File: src/rtl/priority_encoder_seq.sv
// priority_encoder_seq: drains each accepted 16-bit request vector as one 4-bit index per set bit.
// Define PRIORITY_ENCODER_SEQ_ZERO_FLAG_EN to emit a flagged beat (out_zero) for an all-zero vector.
module priority_encoder_seq #(
   parameter int MSB_FIRST = 1
) (
   input  logic        clk,
   input  logic        rst_n,
   input  logic        in_valid,
   output logic        in_ready,
   input  logic [15:0] in,
   output logic        out_valid,
   input  logic        out_ready,
   output logic [3:0]  out,
   output logic        out_last,
   output logic        busy
`ifdef PRIORITY_ENCODER_SEQ_ZERO_FLAG_EN
   ,
   output logic        out_zero
`endif
);
   typedef enum logic {IDLE, EMIT} state_t;
   state_t      state_q, state_d;
   logic [15:0] pend_q, pend_d;
   logic [3:0]  idx;
   logic        emit, accept;
   always_ff @(posedge clk or negedge rst_n)
      if (!rst_n) begin
         state_q <= IDLE;
         pend_q  <= '0;
      end else begin
         state_q <= state_d;
         pend_q  <= pend_d;
      end
   // the last matching bit in scan order wins, so scan toward the preferred end
   always_comb begin
      idx = '0;
      for (int i = 0; i < 16; i++)
         if (pend_q[MSB_FIRST != 0 ? i : 15 - i]) idx = MSB_FIRST != 0 ? 4'(i) : 4'(15 - i);
   end
   assign emit      = state_q == EMIT;
   assign busy      = emit;
   assign out_valid = emit;
   assign in_ready  = !emit;
   assign out       = emit ? idx : '0;
   // an empty pending register in EMIT is the flagged zero beat, which is also last
   assign out_last  = emit && ((pend_q & (pend_q - 16'd1)) == '0);
`ifdef PRIORITY_ENCODER_SEQ_ZERO_FLAG_EN
   assign out_zero  = emit && pend_q == '0;
   assign accept    = in_valid;
`else
   assign accept    = in_valid && in != '0;
`endif
   always_comb begin
      state_d = state_q;
      pend_d  = pend_q;
      if (!emit) begin
         state_d = accept ? EMIT : IDLE;
         pend_d  = accept ? in : pend_q;
      end else if (out_ready) begin
         pend_d  = pend_q & ~(16'd1 << idx);
         state_d = out_last ? IDLE : EMIT;
      end
   end
endmodule
File: config.mk
export PLATFORM = sky130hd
export DESIGN_NAME = priority_encoder_seq
export DESIGN_NICKNAME = d
export VERILOG_FILES = /design/src/rtl/priority_encoder_seq.sv
export SDC_FILE = /design/constraint.sdc
export NUM_CORES = 1
export LEC_CHECK = 0
export CORE_MARGIN = 2
export CORE_UTILIZATION = 57
export DETAILED_ROUTE_END_ITERATION = 10
export DONT_BUFFER_PORTS = 1
export PLACE_DENSITY = 0.84
export RECOVER_POWER = 50
export REMOVE_ABC_BUFFERS = 1
export SLEW_MARGIN = 20
export SYNTH_ARGS = -nofsm -noshare
export SYNTH_HDL_FRONTEND = slang
export SYNTH_SLANG_ARGS = --single-unit
File: constraint.sdc
create_clock -name clk -period 5.7 [get_ports clk]
set_input_delay 1.425 -clock clk [delete_from_list [all_inputs] [get_ports clk]]
set_output_delay 1.425 -clock clk [all_outputs]
set_load 0.02 [all_outputs]
==> results.cfg <==
[clocking]
path_clk_slew_ps = 100
cts-root-buf = clkbuf_4
cts_tree = done
clock_path_buffers = 2
cts_buffers = 3
postCtsResizedCells = 0
worstSkewPairLatency_ps = 310
hold_buffers = 0
numClockSinks = 17
h-tree-depth = 1
cts_post_setup_buffers_inserted = 0

[timing]
setup_viol = 0
rsz0062_at_grt = no
clock-skew-final_ps = 8.02
layout_min_cycle_time_ps = 4100
slew_violations = 0
fin_setup_tns_ps = 0
worst_pin_slew_ps = 952
hold_viol = 0
fin_crit_sh_pct = 71.9
holdWs_ps = 658
max_freq_mhz = 244
max_slew_margin_pct = 36.0

[pwr]
ir_worst_vdd_uv = 268
p_leak_nw = 0.499
power_mw = 0.583
powerDensity_mw_per_mm2 = 468

[detailed_routing]
num_vias = 1221
remaining_drc_errors = 0
dr.pass1.iters = 4
viasPerCell = 7.10
routed_wl_um = 3330
wire_per_inst_um = 19.4
drt_iter0_drc = 54
ant_nets = 0

[synth]
synth_mux_area_share_pct = 6.44
syn_area_per_cell_um2 = 8.13
ys_async_sr_fraction_pct = 100
synth_top_family_by_area = simple AND/OR/NAND/NOR gates
syn_inst = 153
synth-seq-area-share_pct = 34.2
yosys.area_share.simple_pct = 27.3
ys_seq_elements = 17
synth_area_mm2 = 0.00124
synthFlopType = dfrtp_1
synth_cell_type_count = 39
synth-compound-area-share_pct = 26.6
synth_edf_count = 0
yosysWarnings = 0
synth_fa_ha_area_share_pct = 0
synth_xor_area_share_pct = 0

[global_route]
gr-total-overflow = 0
gr-usage-all-layers_pct = 29.1
grt_pass1_wl_um = 5550
antenna_found_initial = 0
grt_pass1_vias = 1205
grt_max_degree = 22

[finish]
final_cell_mix = nand2_1, dfrtp_1, nor2_1, a21oi_1
instances_no_fill = 172
final_area_mm2 = 0.00125
drive_gt1_share_pct = 7.59
n_fill_cell = 190
final_common_cell = nand2_1
layout.nets = 166
area_delta_synth_final_pct = 0.202
diodes = 0

[critical_path]
endpoint_kind = output pin
critical_path_class = reg2out
crit_path_start_kind = register
required_ps = 4280
critPathArrivalTime_ps = 2680
cp_max_fo = 10
r2r_slack_ps = 3090

[floorplanning]
die-area_mm2 = 0.00257
core_area_mm2 = 0.00200
io_pins = 28
initial_utilization_pct = 62.1
die_h_um = 50.7
chipWidth_um = 50.7
rows = 16

[placement]
gp_congestion = 0.945
io_buffers = 0
dpl_cell_area_mm2 = 0.00122
hpwl_um = 2440
placed_cells = 168

[status]
status = finished clean

[min_path]
hp-class = reg2reg

[run]
drv_cap = 0
[worst paths after layout]
path                           start   endpoint  cells after the start
max in group asynchronous      rst_n  pend_q[9]                      0
hold reg to reg            pend_q[1]  pend_q[1]                      2
min in group asynchronous      rst_n  pend_q[5]                      0
hold / removal             pend_q[1]  pend_q[1]                      2
setup reg to reg                busy  pend_q[4]                      5
setup / recovery           pend_q[4]   out_last                      4
[metrics by stage]
step / worst slack (ps) / utilization, %
floorplan: 2080 / -
global placement: 2010 / 60.9
detailed placement: 1940 / 60.9
CTS: 1600 / 62.3
global route: 1510 / 62.3
finish: 1600 / 62.3
[cell type report]
| type | instances | area (µm²) | area share [%] |
|---|---|---|---|
| Tap cell | 27 | 33.8 | 2.71 |
| Sequential cell | 17 | 425 | 34.1 |
| Inverter | 3 | 11.3 | 0.904 |
| Clock buffer | 4 | 26.3 | 2.11 |
| Multi-Input combinational cell | 121 | 749 | 60.1 |
[cells in the mapped netlist (2+ instances only)]
master / count / area (µm²)
nand4_1: 3 / 18.8
a22oi_1: 6 / 45.0
a21oi_1: 12 / 60.1
nand3_1: 3 / 15.0
nand2_1: 18 / 67.6
o211ai_1: 3 / 22.5
nor3_1: 5 / 25.0
o21bai_1: 4 / 30.0
nor2_1: 14 / 52.6
o21ai_0: 10 / 50.1
nor2b_1: 3 / 18.8
a41o_1: 3 / 30.0
nor4_1: 10 / 62.6
clkbuf_1: 7 / 26.3
inv_1: 3 / 11.3
mux2i_1: 8 / 80.1
or2_2: 2 / 12.5
dfrtp_1: 17 / 425
buf_1: 2 / 7.51
[where the power goes]
group          internal [mW]  leakage (nW)  switching [mW]
combinational          0.106         0.285           0.164
clock                 0.0274        0.0150          0.0405
sequential             0.157         0.199          0.0876
total                  0.291         0.499           0.292
[worst max-delay path, cell delays in order, from the launching register on]
cell,delay (ps)
dfrtp_1,510
or4_4,600
or3_4,400
o32a_2,350
nor3_1,500
[per-layer routing]
layer,GRT usage (%),share of wire (%),up-vias
li1,-,-,561
met1,36.4,40,574
met2,45.8,47,75
met3,6.25,10,11
met4,17.6,2.7,0
met5,0,0,-
[flip-flops by register name (all words and copies together) (netlist names)]
signal,flops
pend_q,16
busy,1
[cells by family after synthesis]
family / after synthesis
mux: 8
compound gates: 48
simple gates: 65
flops: 17
buf+inv: 15
(Power assumes the default switching activity.)
